===== src/rtl/frame_mem_arbiter.sv =====
// frame_mem_arbiter: one single-port frame-buffer BRAM shared by scan-out reads and queued pixel writes.
// Latency: grant to mem_* is 1 cycle; display slot to pixel_out/hcount_out/vcount_out/ad_out is RD_LATENCY+2 cycles.
// Backpressure: wr_ready_out drops only while the write queue is full; display reads are never stalled.

module frame_mem_fifo #(
    parameter int WIDTH = 8,
    parameter int DEPTH = 8
) (
    input  logic                   clk,
    input  logic                   rst_n,
    input  logic                   push,
    input  logic                   pop,
    input  logic [WIDTH-1:0]       din,
    output logic [WIDTH-1:0]       dout,
    output logic [$clog2(DEPTH):0] level
);
    localparam int PW = $clog2(DEPTH);
    localparam int LW = $clog2(DEPTH) + 1;

    logic [WIDTH-1:0] store [DEPTH];
    logic [PW-1:0]    wr_ptr;
    logic [PW-1:0]    rd_ptr;

    assign dout = store[rd_ptr];

    // Power-of-two depth lets the pointers wrap by plain overflow.
    always_ff @(posedge clk or negedge rst_n) begin
        if (!rst_n) begin
            wr_ptr <= '0;
            rd_ptr <= '0;
            level  <= '0;
        end else begin
            if (push) wr_ptr <= wr_ptr + PW'(1);
            if (pop)  rd_ptr <= rd_ptr + PW'(1);
            case ({push, pop})
                2'b10:   level <= level + LW'(1);
                2'b01:   level <= level - LW'(1);
                default: level <= level;
            endcase
        end
    end

    always_ff @(posedge clk) begin
        if (push) store[wr_ptr] <= din;
    end
endmodule

module frame_mem_arbiter #(
    parameter int ACTIVE_H_PIXELS = 1280,
    parameter int ACTIVE_LINES    = 720,
    parameter int TOTAL_PIXELS    = 1650,
    parameter int TOTAL_LINES     = 750,
    parameter int SCALE           = 4,
    parameter int FB_WIDTH        = 320,
    parameter int FB_HEIGHT       = 180,
    parameter int DATA_W          = 16,
    parameter int RD_LATENCY      = 2,
    parameter int WQ_DEPTH        = 8,
    localparam int AW = $clog2(FB_WIDTH * FB_HEIGHT),
    localparam int HW = $clog2(TOTAL_PIXELS),
    localparam int VW = $clog2(TOTAL_LINES),
    localparam int LW = $clog2(WQ_DEPTH) + 1
) (
    input  logic              pixel_clk_in,
    input  logic              rst_n_in,
    input  logic [HW-1:0]     hcount_in,
    input  logic [VW-1:0]     vcount_in,
    input  logic              wr_valid_in,
    input  logic [AW-1:0]     wr_addr_in,
    input  logic [DATA_W-1:0] wr_data_in,
    output logic              wr_ready_out,
    output logic              mem_en_out,
    output logic              mem_we_out,
    output logic [AW-1:0]     mem_addr_out,
    output logic [DATA_W-1:0] mem_din_out,
    input  logic [DATA_W-1:0] mem_dout_in,
    output logic [DATA_W-1:0] pixel_out,
    output logic [HW-1:0]     hcount_out,
    output logic [VW-1:0]     vcount_out,
    output logic              ad_out,
    output logic [LW-1:0]     wq_level_out,
    output logic [7:0]        drop_count_out
);
    localparam int          SL      = $clog2(SCALE);
    localparam int          PIPE    = RD_LATENCY + 2;
    localparam int unsigned FB_SIZE = FB_WIDTH * FB_HEIGHT;
    localparam logic [HW-1:0] H_ACT = HW'(ACTIVE_H_PIXELS);
    localparam logic [VW-1:0] V_ACT = VW'(ACTIVE_LINES);

    typedef struct packed {
        logic [AW-1:0]     addr;
        logic [DATA_W-1:0] data;
    } wr_req_t;

    wr_req_t           wq_in;
    wr_req_t           wq_head;
    logic              wq_push;
    logic              wq_pop;
    logic              wr_in_range;
    logic              disp_act;
    logic              disp_slot;
    logic [VW-1:0]     fb_y;
    logic [HW-1:0]     fb_x;
    logic [AW-1:0]     rd_addr;
    logic [RD_LATENCY:0] rd_tag;
    logic [HW-1:0]     h_dly [PIPE];
    logic [VW-1:0]     v_dly [PIPE];
    logic [PIPE-1:0]   a_dly;

    assign disp_act  = (hcount_in < H_ACT) && (vcount_in < V_ACT);
    assign disp_slot = disp_act && (hcount_in[SL-1:0] == '0);
    assign fb_y      = vcount_in >> SL;
    assign fb_x      = hcount_in >> SL;
    assign rd_addr   = AW'(32'(fb_y) * 32'(FB_WIDTH) + 32'(fb_x));

    assign wr_ready_out = (wq_level_out < LW'(WQ_DEPTH));
    assign wr_in_range  = (32'(wr_addr_in) < FB_SIZE);
    assign wq_push      = wr_valid_in && wr_ready_out && wr_in_range;
    // Pop uses the registered level, so a fresh push is never drained in its own cycle.
    assign wq_pop       = !disp_slot && (wq_level_out != '0);
    assign wq_in        = '{addr: wr_addr_in, data: wr_data_in};

    frame_mem_fifo #(
        .WIDTH ($bits(wr_req_t)),
        .DEPTH (WQ_DEPTH)
    ) u_wq (
        .clk   (pixel_clk_in),
        .rst_n (rst_n_in),
        .push  (wq_push),
        .pop   (wq_pop),
        .din   (wq_in),
        .dout  (wq_head),
        .level (wq_level_out)
    );

    always_ff @(posedge pixel_clk_in or negedge rst_n_in) begin
        if (!rst_n_in) begin
            mem_en_out   <= 1'b0;
            mem_we_out   <= 1'b0;
            mem_addr_out <= '0;
            mem_din_out  <= '0;
        end else if (disp_slot) begin
            mem_en_out   <= 1'b1;
            mem_we_out   <= 1'b0;
            mem_addr_out <= rd_addr;
        end else if (wq_pop) begin
            mem_en_out   <= 1'b1;
            mem_we_out   <= 1'b1;
            mem_addr_out <= wq_head.addr;
            mem_din_out  <= wq_head.data;
        end else begin
            mem_en_out   <= 1'b0;
            mem_we_out   <= 1'b0;
        end
    end

    // Tag travels alongside the read so only display data ever lands in pixel_out.
    always_ff @(posedge pixel_clk_in or negedge rst_n_in) begin
        if (!rst_n_in) begin
            rd_tag    <= '0;
            pixel_out <= '0;
        end else begin
            rd_tag <= {rd_tag[RD_LATENCY-1:0], disp_slot};
            if (rd_tag[RD_LATENCY]) pixel_out <= mem_dout_in;
        end
    end

    always_ff @(posedge pixel_clk_in or negedge rst_n_in) begin
        if (!rst_n_in) begin
            for (int i = 0; i < PIPE; i++) begin
                h_dly[i] <= '0;
                v_dly[i] <= '0;
            end
            a_dly <= '0;
        end else begin
            h_dly[0] <= hcount_in;
            v_dly[0] <= vcount_in;
            for (int i = 1; i < PIPE; i++) begin
                h_dly[i] <= h_dly[i-1];
                v_dly[i] <= v_dly[i-1];
            end
            a_dly <= {a_dly[PIPE-2:0], disp_act};
        end
    end

    assign hcount_out = h_dly[PIPE-1];
    assign vcount_out = v_dly[PIPE-1];
    assign ad_out     = a_dly[PIPE-1];

    always_ff @(posedge pixel_clk_in or negedge rst_n_in) begin
        if (!rst_n_in) begin
            drop_count_out <= '0;
        end else if (wr_valid_in && wr_ready_out && !wr_in_range && drop_count_out != 8'hFF) begin
            drop_count_out <= drop_count_out + 8'd1;
        end
    end
endmodule


===== config.mk =====
export PLATFORM = sky130hd
export DESIGN_NAME = frame_mem_arbiter
export DESIGN_NICKNAME = d
export VERILOG_FILES = /design/src/rtl/frame_mem_arbiter.sv
export SDC_FILE = /design/constraint.sdc
export NUM_CORES = 1
export LEC_CHECK = 0
export ABC_AREA = 1
export BUFFER_PORTS_ARGS = -buffer_cell sky130_fd_sc_hd__buf_4
export CAP_MARGIN = 5
export CORE_MARGIN = 4
export CORE_UTILIZATION = 50
export CTS_CLUSTER_SIZE = 20
export DETAILED_ROUTE_END_ITERATION = 8
export GPL_TIMING_DRIVEN = 1
export HOLD_SLACK_MARGIN = 0.15
export PLACE_DENSITY_LB_ADDON = 0.05
export SLEW_MARGIN = 20
export SYNTH_ARGS = -nofsm -noshare
export SYNTH_HDL_FRONTEND = slang
export SYNTH_SLANG_ARGS = --single-unit

===== constraint.sdc =====
create_clock -name pixel_clk_in -period 7.8 [get_ports pixel_clk_in]
set_clock_uncertainty 0.15 [all_clocks]
set_input_delay 1.17 -clock pixel_clk_in [delete_from_list [all_inputs] [get_ports pixel_clk_in]]
set_output_delay 1.17 -clock pixel_clk_in [all_outputs]
set_load 0.02 [all_outputs]

==> results.cfg, run 1 <==
[status]
status = finished, final reports clean

[floorplanning]
pin_count = 157
rows = 64
core-area_sq_um = 30830
die_w_um = 185.5
fp.dieH_um = 185.5
start_util_pct = 51.08
die-area_sq_um = 34400

[cells_and_area]
final_cells = 1774
fin_nets = 1441
fin_util_pct = 59.98
layout_common_cells = 256 x edfxtp_1, 178 x nand2_1, 169 x buf_4
final_common_cell = edfxtp_1
syn_to_final_growth_pct = 17.41
drive_above_1_share_pct = 19.75

[global_route]
busiest_layer = met2
use_met3_pct = 3.361
antenna_found_initial = 2
track_usage_pct = 19.31
grt_start_max_net_pins = 93
overflow = 0
grt_pass1_wl_um = 51870
first_global_vias = 9021
use_met2_pct = 30.08
grt_use_met1_pct = 28.93

[clock_network]
hold_buffers = 0
clock-sinks = 415
cts_tree = done
cts_resized = 0
clockBufferDepth = 3
clkLatencyLatePin_ns = 0.52
clkTransAtPathRegs_ns = 0.06
clockRootBuffer = clkbuf_16
cts_max_level = 2
numCtsBuffers = 42
post_cts_buffers = 0

[sta]
report.final.slew_viol_count = 0
fin_crit_sh_pct = 46.71
worst_pin_slew_ns = 0.9773
finalHoldViolations = 0
period_minus_slack_ns = 3.644
rsz0062_at_grt = no
slew-limit-headroom_pct = 34.75
setup_tns_ns = 0
fmax_ghz = 0.2745
setup_viol = 0

[place]
routabilityCongestion = 0.7671
place_inst = 1696
dp_hpwl_um = 19180
port_buffers = 156

[yosys]
synth.distinct_cells = 37
netlist_instances = 1209
synth-edff-count = 256
synth_area_sq_um = 15750
ys_seq_area_share_pct = 74.08
synth_flop_cell = edfxtp_1
synth_nets = 1305
yosys_warnings = 0
avgSynthCellArea_sq_um = 13.03
ys_async_sr_fraction_pct = 38.31
synth-seq-cells = 415

[min_path]
hold_class = flip-flop to flip-flop

[drt]
routed_via_density = 5.292
ant_nets = 0
drtIter0Drc = 848
wl_per_cell_um = 18.73
dr.pass1.iters = 5
vias = 9388
wl_um = 33230
drc = 0

[worst_setup_path]
start_kind = primary input
crit_arrival_ns = 3.90
criticalPathCategory = primary input to flip-flop
crit_path_end_kind = flip-flop
path_max_fanout = 48
cp_data_required_time_ns = 8.06

[power]
p_per_area_nw_per_um2 = 361.4
p_leak_uw = 0.007348
vdd_drop_max_mv = 0.1892

[job]
cap_violations = 0
[Yosys cell counts, types with 3 or more instances]
master | count | area, sq um
o22ai_1 | 54 | 337.8
nand3_1 | 42 | 210.2
nand4_1 | 4 | 25.02
o211ai_1 | 3 | 22.52
nor2_1 | 167 | 626.9
a31oi_1 | 16 | 100.1
a21oi_1 | 11 | 55.05
edfxtp_1 | 256 | 7687
buf_6 | 6 | 67.56
xor2_1 | 12 | 105.1
o21ai_1 | 6 | 30.03
ha_1 | 21 | 262.8
nor3_1 | 3 | 15.01
inv_1 | 39 | 146.4
nand2_1 | 178 | 668.1
o221ai_1 | 4 | 35.03
dfrtp_1 | 159 | 3979
fa_1 | 3 | 60.06
xnor2_1 | 3 | 26.28
buf_4 | 26 | 195.2
buf_2 | 20 | 100.1
clkbuf_1 | 23 | 86.33
mux2_2 | 17 | 191.4
o21ai_0 | 119 | 595.6
[kinds of logic after synthesis]
family | synth area share [%]
DFF | 74.08
buffers and inverters | 3.980
AOI/OAI and AO/OA | 7.722
and+or+nand+nor | 10.12
adders and majority gates | 2.050
muxes | 1.216
xor gates and xnor gates | 0.8342
[sequential cells by signal (all words and copies together) (netlist names)]
| signal | count |
|---|---|
| u_wq.wr_ptr | 3 |
| mem_addr_out | 16 |
| rd_tag | 3 |
| v_dly | 30 |
| h_dly | 33 |
| a_dly | 4 |
| vcount_out | 10 |
| u_wq.store | 256 |
| hcount_out | 11 |
| u_wq.level | 4 |
| mem_we_out | 1 |
| mem_en_out | 1 |
| pixel_out | 16 |
| mem_din_out | 16 |
| u_wq.rd_ptr | 3 |
| drop_count_out | 8 |
[worst max-delay path, cell delays in order]
cell,delay (ns)
buf_4,0.10
nand2_1,0.05
nor2_1,0.12
o21ai_2,0.10
nand3_4,0.14
nand2_4,0.08
inv_2,0.71
ha_1,0.35
ha_1,0.29
nand2_1,0.09
nor2_1,0.04
a211oi_1,0.24
nor2_1,0.08
nor2_1,0.10
nand2_1,0.08
xor2_1,0.14
[path summary, 6_finish.rpt]
path	from	to	slack (ns)	cells after the start
min in group asynchronous	rst_n_in	pixel_out[0]	0.53	1
max	vcount_in[6]	u_wq.level[3]	4.16	16
min reg2reg	h_dly[24]	h_dly[13]	0.19	0
max reg2reg	u_wq.level[1]	u_wq.level[3]	4.51	13
max in group asynchronous	rst_n_in	vcount_out[8]	5.81	3
min	h_dly[24]	h_dly[13]	0.19	0
[area by class of cell]
cell class              count  area (sq um)
well taps                 396         495.5
multi-input cells         673          3476
flip-flops and latches    415         11670
diodes                      1         2.502
inverters                  42         160.2
repair buffers            171          1308
clock buffers              62          1275
fillers                  2438         12340
clock inverters            14         102.6
[per-stage QoR]
step | hold WS (ns) | cell area, sq um | worst slack (ns) | power, uW
2_1_floorplan | 0.1812 | 15750 | 3.818 | 4107
5_1_grt | 0.2013 | 18490 | 4.002 | 7104
6_report | 0.1947 | 18490 | 4.156 | 6683
4_1_cts | 0.1974 | 18460 | 4.182 | 6761
3_5_place_dp | 0.1847 | 17080 | 3.632 | 4792
3_3_place_gp | 0.1812 | 17080 | 3.687 | 4768
[power by group]
part | switching, uW | internal, uW | leakage [uW]
clock network | 786 | 1170 | 0.000681
logic | 1230 | 651 | 0.00247
registers | 209 | 2640 | 0.00419
total | 2220 | 4460 | 0.00735
[per-layer routing]
| metal | part of all wire (%) | vias up |
|---|---|---|
| li1 | - | 4499 |
| met1 | 46 | 4581 |
| met2 | 46 | 262 |
| met3 | 6.1 | 44 |
| met4 | 1.8 | 2 |
| met5 | 0.039 | - |
Power figures use the tool's default switching activity.
==> inputs of run 2 (changes only) <==
clock period = 3.8 ns   (was 7.8 ns; I/O delays follow)
==> results.cfg, run 2 (synthesis results as in run 1) <==
[status]
status = finished, final reports clean

[power]
comb_power_share_pct = 30.1
pwr-share-seq_pct = 41.0
p_per_area_nw_per_um2 = 719.3
power.switching_uw = 4634
p_total_uw = 13860
power_frac_clock_pct = 28.9
vdd_drop_max_mv = 0.4712
swShare_pct = 33.42
p_leak_uw = 0.007688
p_int_uw = 9229

[job]
cap_violations = 0

[clock_network]
cts_resized = 0
clkTransAtPathRegs_ns = 0.06
clockRootBuffer = clkbuf_16
cts_max_level = 2
clkLatencyLatePin_ns = 0.53
cts_tree = done
clockBufferDepth = 3
post_cts_buffers = 0
clock-sinks = 415
numCtsBuffers = 43

[sta]
finalHoldViolations = 0
slew-limit-headroom_pct = 40.80
fmax_ghz = 0.3253
period_minus_slack_ns = 3.074
worst_pin_slew_ns = 0.8871
whs_ns = 0.1654
report.final.slew_viol_count = 0
setup_tns_ns = 0
setup_viol = 0
rsz0062_at_grt = no
fin_crit_sh_pct = 80.90

[drt]
ant_nets = 0
drtIter0Drc = 676
drc = 0
routedLengthMet1_um = 15490
dr.pass1.iters = 5
dr_wl_met3_um = 2100
route.met2.wl_um = 15980
wl_um = 34080
vias = 9713
dr.max_layer_used = met4
wl_per_cell_um = 18.40
routed_via_density = 5.245

[worst_setup_path]
criticalPathCategory = primary input to flip-flop
slowest_stage = dlygate4sd3_1
r2r_cells = 13
crit_path_end_kind = flip-flop
slowest_delay_ns = 0.59
start_kind = primary input
cp_data_required_time_ns = 4.06
crit_chain = dlygate4sd3_1, buf_4, nor3_1, a21oi_1, or2_2, ha_1, ha_1, nand2_1, nor2_1, a211oi_1, nor2_1, nor2_1, nand2_1, xor2_1
crit_arrival_ns = 3.34
path_max_fanout = 9
rrSetupSlack_ns = 1.24
r2r_end = u_wq.level[3]
r2r_start = u_wq.level[0]
cpMostUsedCell = nor2_1

[min_path]
hold_class = primary input to flip-flop
min_delay_worst_endpoint = u_wq.store[4][27]
worstHoldStart = wr_addr_in[11]
whs_path_depth = 1

[global_route]
track_usage_pct = 19.71
grt_pass1_wl_um = 53510
antenna_found_initial = 0
first_global_vias = 9611
grt_start_max_net_pins = 130
overflow = 0

[floorplanning]
core-area_sq_um = 30830
pin_count = 157
rows = 64
fp.dieH_um = 185.5
die-area_sq_um = 34400
start_util_pct = 51.08
die_w_um = 185.5

[cells_and_area]
largest_reg_flops = 256
largest-register = u_wq.store
syn_to_final_growth_pct = 22.38
n_antenna_cell = 0
fin_nets = 1518
final_common_cell = edfxtp_1
fin_util_pct = 62.52
reg_top3 = u_wq.store x256, h_dly x33, v_dly x30
fillers = 2379
layout_common_cells = 256 x edfxtp_1, 178 x nand2_1, 173 x buf_4
drive_above_1_share_pct = 19.09

[place]
routabilityCongestion = 0.7700
dp_hpwl_um = 19840
port_buffers = 156
run 2: cell types whose count changed in the layout (fill, tap and decap cells not counted), sizes merged:
cell,before,now
buf,171,180
dlygate4sd3,0,67
clkinv,10,13
clkbuf,62,64
diode,1,0
clkinvlp,2,0
run 2: final cells by class:
type,instances,area (sq um),share of cell area [%]
Sequential cell,415,11670,60.55
Multi-Input combinational cell,673,3476,18.03
Timing Repair Buffer,247,2101,10.90
Clock buffer,64,1251,6.492
Tap cell,396,495.5,2.571
Inverter,42,160.2,0.8310
Clock inverter,15,120.1,0.6232
run 2: per-layer routing:
metal / GRT usage, % / vias up
li1: - / 4661
met5: 0 / -
met2: 31.73 / 254
met1: 29.01 / 4754
met3: 3.010 / 44
met4: 4.169 / 0
run 2: worst max-delay path, delay by kind of cell:
kind,cells,cell delay (ns)
adder cells (fa/ha/maj),2,0.56
buffers and inverters,2,0.78
AND/OR/NAND/NOR,7,0.89
AO/OA/AOI/OAI,2,0.40
XOR/XNOR,1,0.14
run 2: power groups by stage:
stage,Combinational (uW),Clock [uW],Sequential (uW)
2_1_floorplan,2390,0,6030
3_3_place_gp,4130,0,5760
6_report,4180,4000,5680
5_1_grt,4680,4300,5740
3_5_place_dp,4160,0,5770
4_1_cts,4230,4100,5680
run 2: how the worst max path moves through the flow:
stage                   startpoint               end  cells past startpoint
floorplan           wr_addr_in[12]  u_wq.store[0][0]                      5
global placement      vcount_in[4]     u_wq.level[3]                     16
detailed placement    vcount_in[4]     u_wq.level[3]                     16
CTS                 wr_addr_in[12]     u_wq.level[3]                     14
global route        wr_addr_in[12]     u_wq.level[3]                     14
finish              wr_addr_in[12]     u_wq.level[3]                     14
run 2: what timing repair did:
action,4_1_cts,5_1_grt
endpoints found under the hold margin,349,0
endpoints found under the setup margin,0,0
hold buffers,67,0
run 2: per-stage QoR:
step | setup WS, ns | instance area, sq um | std cells
4_1_cts | 0.7348 | 19270 | 1852
3_3_place_gp | 0.8526 | 17230 | 1706
3_5_place_dp | 0.8041 | 17230 | 1706
5_1_grt | 0.5525 | 19270 | 1852
2_1_floorplan | 0.4175 | 15750 | 1209
6_report | 0.7257 | 19270 | 1852
==> inputs of run 3 (changes only) <==
clock period = 2.8 ns   (was 3.8 ns; I/O delays follow)
==> results.cfg, run 3 (synthesis results as in run 1) <==
[drt]
dr_wl_met3_um = 2107
dr.max_layer_used = met4
routed_via_density = 5.245
vias = 9839
dr.pass1.iters = 4
route.met2.wl_um = 15910
wl_um = 34280
drtIter0Drc = 850
drc = 0
routedLengthMet1_um = 15650
ant_nets = 0
wl_per_cell_um = 18.27

[cells_and_area]
layout_common_cells = 256 x edfxtp_1, 183 x buf_4, 177 x nand2_1
final_cells = 1876
largest-register = u_wq.store
drive_above_1_share_pct = 20.96
reg_top3 = u_wq.store x256, h_dly x33, v_dly x30
syn_to_final_growth_pct = 25.22
largest_reg_flops = 256
final_common_cell = edfxtp_1
fin_nets = 1541
fillers = 2310

[floorplanning]
fp.dieH_um = 185.5
die_w_um = 185.5
start_util_pct = 51.08
rows = 64
core-area_sq_um = 30830
die-area_sq_um = 34400
pin_count = 157

[place]
dp_hpwl_um = 20310
place_inst = 1724
routabilityCongestion = 0.8098
port_buffers = 156

[worst_setup_path]
crit_chain = dlygate4sd3_1, buf_4, ha_1, ha_2, inv_2, fa_1, nor2_2, nand3_2, nor2_4, nand2_2, nor2_4, nand2_1, nand2_1, nand3_2, a21oi_2
crit_path_end_kind = flip-flop
cp_data_required_time_ns = 3.11
path_buf_inv = 3
slowest_stage = dlygate4sd3_1
crit_arrival_ns = 3.00
path_max_fanout = 4
start_kind = primary input
criticalPathCategory = primary input to flip-flop
slowest_delay_ns = 0.55
crit_family = adder cells

[global_route]
grt_pass1_wl_um = 53530
overflow = 0
antenna_found_initial = 1
grt_start_max_net_pins = 78
track_usage_pct = 19.82
first_global_vias = 9650

[clock_network]
clockBufferDepth = 3
numCtsBuffers = 43
clkLatencyLatePin_ns = 0.53
cts_tree = done
clock-sinks = 415
clkTransAtPathRegs_ns = 0.06
clockRootBuffer = clkbuf_16
cts_max_level = 2

[power]
p_leak_uw = 0.007863
vdd_drop_max_mv = 0.6674
p_per_area_nw_per_um2 = 980.1

[sta]
finalHoldViolations = 0
setup_viol = 0
fmax_ghz = 0.3718
whs_ns = 0.1931
worst_pin_slew_ns = 0.6104
fin_crit_sh_pct = 96.06
report.final.slew_viol_count = 0
slew-limit-headroom_pct = 59.31
period_minus_slack_ns = 2.690

[status]
status = finished, final reports clean

[min_path]
hold_class = flip-flop to flip-flop

[job]
cap_violations = 0
[run 3: cell types whose count changed in the layout (fill, tap and decap cells not counted), moves of 3 or more]
cell / before / now
nor2_1: 159 / 155
clkinv_2: 8 / 4
buf_12: 6 / 16
bufinv_16: 1 / 4
buf_4: 173 / 183
dlygate4sd3_1: 67 / 70
clkinv_1: 2 / 8
clkbuf_1: 13 / 7
[run 3: repair_timing]
| action | CTS | global route |
|---|---|---|
| setup buffers | 0 | 2 |
| endpoints found under the hold margin | 400 | 0 |
| hold buffers | 70 | 0 |
| setup endpoints to repair | 0 | 4 |
| resized for setup | 0 | 14 |
[run 3: worst register-to-register path, stage by stage (launching register included)]
cell,delay (ns)
dfrtp_1,0.43
nor2_1,0.15
nand3_1,0.19
nand2_4,0.13
inv_2,0.05
ha_1,0.25
ha_1,0.29
nand2_1,0.06
nor2_1,0.05
a211oi_2,0.19
nor2_1,0.06
nor2_1,0.08
nand2_1,0.07
xor2_1,0.14
[run 3: power by group]
part,switching (uW),total [uW],internal [uW]
clock,2250,5710,3470
sequential,382,7730,7350
combinational,3740,5880,2140
total,6360,19300,13000
[run 3: area by class of cell]
| class | instances | area [sq um] | share of cell area, % |
|---|---|---|---|
| antenna | 1 | 2.502 | 0.01269 |
| clock buffer | 58 | 1235 | 6.262 |
| clock inverter | 21 | 219.0 | 1.110 |
| inverter | 42 | 160.2 | 0.8121 |
| multi-input combinational | 673 | 3532 | 17.91 |
| sequential | 415 | 11670 | 59.18 |
| tap | 396 | 495.5 | 2.513 |
| timing repair buffer | 270 | 2406 | 12.20 |
[run 3: final timing paths]
kind	startpoint	end	slack, ns	cells after the start
max	vcount_in[3]	mem_addr_out[15]	0.11	15
min	h_dly[39]	h_dly[28]	0.19	0
max reg2reg	u_wq.level[2]	u_wq.level[3]	0.39	13
min reg2reg	h_dly[39]	h_dly[28]	0.19	0
max in group asynchronous	rst_n_in	mem_din_out[7]	1.49	3
min in group asynchronous	rst_n_in	hcount_out[2]	0.30	2
[run 3: per-layer routing]
metal | vias up | track usage [%]
li1 | 4710 | -
met1 | 4806 | 28.66
met2 | 266 | 31.89
met3 | 57 | 3.654
met4 | 0 | 4.433
met5 | - | 0
[run 3: per-stage QoR]
step	setup WS [ns]	TNS [ns]	cell area (sq um)	total power, uW	util (%)
floorplan	-0.5270	-67.46	15760	11450	-
global placement	0.04910	0	17490	13560	56.74
detailed placement	-0.02524	-0.02524	17490	13650	56.74
CTS	0.01547	0	19650	19480	63.73
global route	-0.02319	-0.03200	19720	20500	63.97
finish	0.1102	0	19720	19330	63.97
